==> src/rtl/gpio_bus_arbiter_if.sv <==
// Bus bundle between the requesters, the round-robin arbiter and the shared GPIO slave port.
// Handshake: a request is accepted in the cycle req & gnt are both high; its response is the
// later single-cycle rvalid pulse (err/rdata qualified by rvalid); only one request is in flight.
interface gpio_bus_arbiter_if #(
  parameter int NUM_MASTERS = 2,
  parameter int ADDR_W      = 32,
  parameter int DATA_W      = 32
);
  localparam int BE_W = DATA_W / 8;

  logic [NUM_MASTERS-1:0]        m_req;
  logic [NUM_MASTERS-1:0]        m_we;
  logic [NUM_MASTERS*BE_W-1:0]   m_be;
  logic [NUM_MASTERS*ADDR_W-1:0] m_addr;
  logic [NUM_MASTERS*DATA_W-1:0] m_wdata;
  logic [NUM_MASTERS-1:0]        m_gnt;
  logic [NUM_MASTERS-1:0]        m_rvalid;
  logic [NUM_MASTERS-1:0]        m_err;
  logic [DATA_W-1:0]             m_rdata;

  logic              s_req;
  logic              s_we;
  logic [BE_W-1:0]   s_be;
  logic [ADDR_W-1:0] s_addr;
  logic [DATA_W-1:0] s_wdata;
  logic              s_gnt;
  logic              s_rvalid;
  logic              s_err;
  logic [DATA_W-1:0] s_rdata;

  // The arbiter is the slave of this bundle: it serves the requesters and fronts the GPIO port.
  modport slave (
    input  m_req, m_we, m_be, m_addr, m_wdata, s_gnt, s_rvalid, s_err, s_rdata,
    output m_gnt, m_rvalid, m_err, m_rdata, s_req, s_we, s_be, s_addr, s_wdata
  );

  modport master (
    output m_req, m_we, m_be, m_addr, m_wdata, s_gnt, s_rvalid, s_err, s_rdata,
    input  m_gnt, m_rvalid, m_err, m_rdata, s_req, s_we, s_be, s_addr, s_wdata
  );
endinterface

==> src/rtl/gpio_bus_arbiter.sv <==
// Round-robin arbiter sharing one GPIO slave port among NUM_MASTERS Ibex-style requesters,
// one outstanding transaction, with a response timeout so a hung slave cannot lock the bus.
module gpio_bus_arbiter #(
  parameter int NUM_MASTERS    = 2,
  parameter int ADDR_W         = 32,
  parameter int DATA_W         = 32,
  parameter int TIMEOUT_CYCLES = 16
) (
  input  logic                clk,
  input  logic                rst,
  gpio_bus_arbiter_if.slave   bus,
  output logic                timeout,
  output logic                busy,
  output logic                state_dbg
);
  localparam int BE_W  = DATA_W / 8;
  localparam int IDX_W = $clog2(NUM_MASTERS);
  localparam int TMR_W = $clog2(TIMEOUT_CYCLES);

  typedef enum logic {IDLE = 1'b0, WAIT_RESP = 1'b1} state_t;

  state_t           state, state_d;
  logic [IDX_W-1:0] owner, owner_d, rr_ptr, rr_ptr_d, sel;
  logic [TMR_W-1:0] tmr, tmr_d;
  logic             any_req, can_issue, resp, expire, hs;
  int               scan;

  logic                   s_req_d, s_we_d;
  logic [BE_W-1:0]        s_be_d;
  logic [ADDR_W-1:0]      s_addr_d;
  logic [DATA_W-1:0]      s_wdata_d, m_rdata_d;
  logic [NUM_MASTERS-1:0] m_gnt_d, m_rvalid_d, m_err_d;
  logic                   timeout_d;

  always_ff @(posedge clk or posedge rst) begin
    if (rst) begin
      state  <= IDLE;
      owner  <= '0;
      rr_ptr <= '0;
      tmr    <= '0;
    end else begin
      state  <= state_d;
      owner  <= owner_d;
      rr_ptr <= rr_ptr_d;
      tmr    <= tmr_d;
    end
  end

  // Scan from rr_ptr upward (wrapping) and take the first requester found.
  always_comb begin
    sel     = '0;
    any_req = 1'b0;
    scan    = 0;
    for (int k = 0; k < NUM_MASTERS; k++) begin
      scan = int'(rr_ptr) + k;
      if (scan >= NUM_MASTERS) scan = scan - NUM_MASTERS;
      if (!any_req && bus.m_req[IDX_W'(scan)]) begin
        any_req = 1'b1;
        sel     = IDX_W'(scan);
      end
    end
  end

  always_comb begin
    state_d    = state;
    owner_d    = owner;
    rr_ptr_d   = rr_ptr;
    tmr_d      = tmr;
    s_req_d    = 1'b0;
    s_we_d     = 1'b0;
    s_be_d     = '0;
    s_addr_d   = '0;
    s_wdata_d  = '0;
    m_gnt_d    = '0;
    m_rvalid_d = '0;
    m_err_d    = '0;
    m_rdata_d  = '0;
    timeout_d  = 1'b0;

    resp      = (state == WAIT_RESP) && bus.s_rvalid;
    expire    = (state == WAIT_RESP) && !bus.s_rvalid && (tmr == TMR_W'(TIMEOUT_CYCLES - 1));
    can_issue = (state == IDLE) || resp;
    // Reset must silence the slave request even though state already reads IDLE.
    s_req_d   = !rst && can_issue && any_req;
    hs        = s_req_d && bus.s_gnt;

    if (s_req_d) begin
      s_we_d    = bus.m_we[sel];
      s_be_d    = bus.m_be[int'(sel)*BE_W +: BE_W];
      s_addr_d  = bus.m_addr[int'(sel)*ADDR_W +: ADDR_W];
      s_wdata_d = bus.m_wdata[int'(sel)*DATA_W +: DATA_W];
    end

    if (resp) begin
      m_rvalid_d[owner] = 1'b1;
      m_err_d[owner]    = bus.s_err;
      m_rdata_d         = bus.s_rdata;
      state_d           = IDLE;
    end else if (expire) begin
      m_rvalid_d[owner] = 1'b1;
      m_err_d[owner]    = 1'b1;
      timeout_d         = 1'b1;
      state_d           = IDLE;
      tmr_d             = '0;
    end else if (state == WAIT_RESP) begin
      tmr_d = tmr + 1'b1;
    end

    if (hs) begin
      m_gnt_d[sel] = 1'b1;
      owner_d      = sel;
      rr_ptr_d     = (sel == IDX_W'(NUM_MASTERS - 1)) ? '0 : sel + 1'b1;
      state_d      = WAIT_RESP;
      tmr_d        = '0;
    end
  end

  assign bus.s_req    = s_req_d;
  assign bus.s_we     = s_we_d;
  assign bus.s_be     = s_be_d;
  assign bus.s_addr   = s_addr_d;
  assign bus.s_wdata  = s_wdata_d;
  assign bus.m_gnt    = m_gnt_d;
  assign bus.m_rvalid = m_rvalid_d;
  assign bus.m_err    = m_err_d;
  assign bus.m_rdata  = m_rdata_d;
  assign timeout      = timeout_d;
  assign busy         = (state == WAIT_RESP);
  assign state_dbg    = (state == WAIT_RESP);
endmodule

==> src/flat_wrapper.sv <==
// flat-port wrapper written by rule: the top's interface ports become plain ports
module gpio_bus_arbiter_flat 
#(
  parameter int NUM_MASTERS    = 2,
  parameter int ADDR_W         = 32,
  parameter int DATA_W         = 32,
  parameter int TIMEOUT_CYCLES = 16
)
  (clk, rst, timeout, busy, state_dbg, bus_m_req, bus_m_we, bus_m_be, bus_m_addr, bus_m_wdata, bus_s_gnt, bus_s_rvalid, bus_s_err, bus_s_rdata, bus_m_gnt, bus_m_rvalid, bus_m_err, bus_m_rdata, bus_s_req, bus_s_we, bus_s_be, bus_s_addr, bus_s_wdata);
  gpio_bus_arbiter_if #(.NUM_MASTERS(NUM_MASTERS), .ADDR_W(ADDR_W), .DATA_W(DATA_W)) bus_i ();
  input  logic clk;
  input  logic rst;
  output logic timeout;
  output logic busy;
  output logic state_dbg;
  input wire logic [$bits(bus_i.m_req)-1:0] bus_m_req;
  input wire logic [$bits(bus_i.m_we)-1:0] bus_m_we;
  input wire logic [$bits(bus_i.m_be)-1:0] bus_m_be;
  input wire logic [$bits(bus_i.m_addr)-1:0] bus_m_addr;
  input wire logic [$bits(bus_i.m_wdata)-1:0] bus_m_wdata;
  input wire logic [$bits(bus_i.s_gnt)-1:0] bus_s_gnt;
  input wire logic [$bits(bus_i.s_rvalid)-1:0] bus_s_rvalid;
  input wire logic [$bits(bus_i.s_err)-1:0] bus_s_err;
  input wire logic [$bits(bus_i.s_rdata)-1:0] bus_s_rdata;
  output wire logic [$bits(bus_i.m_gnt)-1:0] bus_m_gnt;
  output wire logic [$bits(bus_i.m_rvalid)-1:0] bus_m_rvalid;
  output wire logic [$bits(bus_i.m_err)-1:0] bus_m_err;
  output wire logic [$bits(bus_i.m_rdata)-1:0] bus_m_rdata;
  output wire logic [$bits(bus_i.s_req)-1:0] bus_s_req;
  output wire logic [$bits(bus_i.s_we)-1:0] bus_s_we;
  output wire logic [$bits(bus_i.s_be)-1:0] bus_s_be;
  output wire logic [$bits(bus_i.s_addr)-1:0] bus_s_addr;
  output wire logic [$bits(bus_i.s_wdata)-1:0] bus_s_wdata;
  assign bus_i.m_req = bus_m_req;
  assign bus_i.m_we = bus_m_we;
  assign bus_i.m_be = bus_m_be;
  assign bus_i.m_addr = bus_m_addr;
  assign bus_i.m_wdata = bus_m_wdata;
  assign bus_i.s_gnt = bus_s_gnt;
  assign bus_i.s_rvalid = bus_s_rvalid;
  assign bus_i.s_err = bus_s_err;
  assign bus_i.s_rdata = bus_s_rdata;
  assign bus_m_gnt = bus_i.m_gnt;
  assign bus_m_rvalid = bus_i.m_rvalid;
  assign bus_m_err = bus_i.m_err;
  assign bus_m_rdata = bus_i.m_rdata;
  assign bus_s_req = bus_i.s_req;
  assign bus_s_we = bus_i.s_we;
  assign bus_s_be = bus_i.s_be;
  assign bus_s_addr = bus_i.s_addr;
  assign bus_s_wdata = bus_i.s_wdata;
  gpio_bus_arbiter #(.NUM_MASTERS(NUM_MASTERS), .ADDR_W(ADDR_W), .DATA_W(DATA_W), .TIMEOUT_CYCLES(TIMEOUT_CYCLES)) u_core (.clk(clk), .rst(rst), .bus(bus_i), .timeout(timeout), .busy(busy), .state_dbg(state_dbg));
endmodule
==> config.mk <==
export PLATFORM = sky130hd
export DESIGN_NAME = gpio_bus_arbiter_flat
export DESIGN_NICKNAME = d
export VERILOG_FILES = /design/src/rtl/gpio_bus_arbiter_if.sv /design/src/rtl/gpio_bus_arbiter.sv /design/src/flat_wrapper.sv
export SDC_FILE = /design/constraint.sdc
export NUM_CORES = 1
export LEC_CHECK = 0
export BUFFER_PORTS_ARGS = -buffer_cell sky130_fd_sc_hd__buf_2
export CAP_MARGIN = 20
export CORE_AREA = 2 2 112 114
export CTS_BUF_LIST = sky130_fd_sc_hd__clkbuf_8
export CTS_CLUSTER_DIAMETER = 80
export DETAILED_ROUTE_END_ITERATION = 8
export DIE_AREA = 0 0 114 116
export GPL_TIMING_DRIVEN = 0
export PLACE_DENSITY = 0.49
export SETUP_SLACK_MARGIN = 0.3
export SYNTH_ARGS = -nofsm -noshare
export SYNTH_HDL_FRONTEND = slang
export SYNTH_SLANG_ARGS = --single-unit
==> constraint.sdc <==
create_clock -name clk -period 1.8 [get_ports clk]
set_input_delay 0.54 -clock clk [delete_from_list [all_inputs] [get_ports clk]]
set_output_delay 0.54 -clock clk [all_outputs]
set_load 0.1 [all_outputs]
==> flow_summary.toml <==
[drt]
totalWireLength_mm = 12.3
wl_per_cell_um = 15.8
ant_nets = 0
viasPerCell = 4.37
drc = 0
drt_pass1_iterations = 4
vias = 3411
dr.first_iter.drc_count = 79

[synth]
syn_nets = 494
ys_ff_latch = 7
synthTopCellsByArea = "a21oi_2 (31%), nand2_1 (27%), and3_1 (9.6%), dfrtp_1 (9.0%), buf_6 (5.2%)"
synth_warnings = 0
ys_seq_area_share_pct = 8.97
synth_common_cells = "nand2_1 (143), a21oi_2 (69), and3_1 (30), clkbuf_1 (13), nor2_1 (10)"
netlist_instances = 316
netlist_area_um2 = 1950
synth_top_area_share_pct = 30.9
yosys.area.top_type = "a21oi_2"
synth_most_common_cell = "nand2_1"
async_reset_ff_share_pct = 100
synth-edff-count = 0
synth_cell_types = 30
synth.avg_cell_area_um2 = 6.18
synth_ff_type = "dfrtp_1"

[setup_path]
start_kind = "flop"
critPathMaxStageDelay_ns = 0.49
crit_chain = "nand2b_4 -> buf_6 -> nand3_4 -> buf_12 -> buf_16 -> a21oi_4 -> buf_12"
path_class = "reg -> out"
end_kind = "output port"
worstPathRequired_ns = 1.26
r2r_setup_slack_ns = 0.27
path_buf_inv = 4
r2r_end = "u_core.owner$_DFFE_PP0P_"
rr_startpoint = "u_core.busy$_DFFE_PP0P_"
slowest_stage = "dfrtp_4"
reg2reg_depth = 8
critical_path.top_delay_family = "buffers and inverters"
cp_max_fo = 6
critPathMostFrequentCell = "buf_12"
arrival_ns = 1.69

[grt]
overflow = 0
grt_use_total_pct = 17.1
grt_max_degree = 11
grt_pass1_vias = 3547
antenna_found_initial = 0
grt_pass1_wl_mm = 18.5

[final_layout]
ff_latch_area_um2 = 179
areaGrowthSynthToFinish_pct = 246
multiInputGateArea_um2 = 2390
final_util_pct = 56.7
antenna_cells = 0
layout.nets = 812
drive_above_1_share_pct = 74.9
fin_cells = 780
n_fill_cell = 990

[placed_design]
place_ws_ns = -1.11
dp_hpwl_mm = 8.98
gp_congestion = 0.803
numPlacedInstances = 748
port_buffers = 285

[timing]
hold_viol_final = 0
setup_violations = 109
drv_slew = 0
rsz0062_at_grt = "yes"
tightest_slew_ns = 0.283
tns_ns = -35.97
fmax_mhz = 447
worst_clock_skew_ns = 0.000486
slew_headroom_pct = 81.1
fin_ws_ns = -0.435
finalCritPeriodShare_pct = 124
period_minus_slack_ns = 2.23

[floorplanning]
pin_count = 288
core_area_um2 = 11900
fp-row-count = 40
die_w_um = 114
dieHeight_um = 116
start_util_pct = 16.4
die_area_um2 = 13200

[outcome]
violations = "setup timing"
outcome = "finished with violations"

[cts]
clk_pin_slew_ns = 0.04
numCtsBuffers = 3
clockBufferDepth = 2
cts-htree-levels = 1
cts.sinks = 7
cts_tree = "done"
cts_hold_buf = 0
cts_root_buf = "clkbuf_8"
worstSkewPairLatency_ns = 0.23

[pwr]
swShare_pct = 57.0
peakVddDrop_v = 0.000511
p_leak_nw = 2.87
combPwrFrac_pct = 87.1
pwr-share-clk_pct = 6.1
p_switching_w = 0.00206
pwr-share-seq_pct = 6.8
internal_power_w = 0.00155
p_per_area_nw_per_um2 = 535

[run]
cap_violations = 0

[hold_path]
hold_class = "in -> async"
-- tightest hold or removal path, cell delays in order --
cell and delay, ns:
buf_2 0.12, clkinvlp_4 0.09, buf_4 0.17
-- how the worst max path moves through the flow --
| stage | from | end | cells after the start |
|---|---|---|---|
| after floorplan | u_core.busy$_DFFE_PP0P_ | bus_s_addr[23] | 5 |
| after global placement | bus_m_req[0] | bus_s_addr[28] | 6 |
| after detailed placement | bus_m_req[0] | bus_s_addr[28] | 6 |
| after CTS | bus_m_req[0] | bus_s_addr[12] | 7 |
| after global routing | u_core.busy$_DFFE_PP0P_ | bus_s_addr[18] | 7 |
| final | u_core.busy$_DFFE_PP0P_ | bus_s_addr[18] | 7 |
-- area by class of cell --
class,count,share of cell area [%]
clock buffer,3,0.611
timing repair buffer,313,51.4
sequential,7,2.65
inverter,2,0.222
clock inverter,1,0.0556
multi-input combinational,276,35.4
buffer,31,6.89
tap,147,2.72
-- layer usage --
metal	routed length, um	track usage [%]	vias up
met5	0	0	-
met4	56	0.813	0
met3	779	2.82	8
met2	6990	34.5	142
met1	4490	19.6	1573
li1	-	-	1688
-- stage by stage --
| step | total power [W] | cell area (um^2) | hold slack (ns) |
|---|---|---|---|
| after floorplan | 0.00215 | 2690 | 0.373 |
| after detailed placement | 0.00258 | 4300 | 0.512 |
| after CTS | 0.00357 | 6610 | 0.348 |
| after global placement | 0.00255 | 4300 | 0.507 |
| after global routing | 0.00378 | 6750 | 0.353 |
| final | 0.00361 | 6750 | 0.354 |
-- state kept, by name, indices dropped and copies added, names as in the netlist --
| register | flops |
|---|---|
| u_core.busy | 1 |
| u_core.owner | 1 |
| u_core.rr_ptr | 1 |
| u_core.tmr | 4 |
-- placed cells by master (no fill, tap or decap), types with 2 or more instances in the layout --
master,n
dfrtp_1,6
buf_16,9
nor2_4,7
a22o_1,2
clkbuf_4,6
a21oi_4,69
clkbuf_2,2
buf_6,13
clkinvlp_4,2
buf_2,175
nor2_1,3
and3_4,32
clkbuf_8,6
nand2_8,2
nand2_1,141
nand3_4,2
clkbuf_16,5
buf_12,115
buf_8,3
buf_4,13
-- timing repair --
| action | in CTS | in global routing |
|---|---|---|
| endpoints found under the setup margin | 111 | 113 |
| pin swaps | 20 | 5 |
| resized for setup | 530 | 9 |
| cloned | 4 | 3 |
| buffers inserted | 17 | 4 |
-- cell families after synthesis --
| family | after synthesis | synth area share, % |
|---|---|---|
| AND/OR/NAND/NOR | 196 | 44.5 |
| AO/OA/AOI/OAI | 77 | 34.2 |
| buffers and inverters | 33 | 10.5 |
| flip-flops | 7 | 8.97 |
| multiplexers | 2 | 1.15 |
| adder cells (fa/ha/maj) | 1 | 0.641 |
-- power groups by stage --
stage | Combinational (W) | Sequential, W | Clock [W]
floorplan | 0.00192 | 0.000233 | 0
global placement | 0.00232 | 0.000230 | 0
detailed placement | 0.00235 | 0.000231 | 0
CTS | 0.00310 | 0.000246 | 0.000218
global route | 0.00329 | 0.000251 | 0.000241
finish | 0.00315 | 0.000247 | 0.000220
No activity file was read; power rests on OpenSTA's default activity.
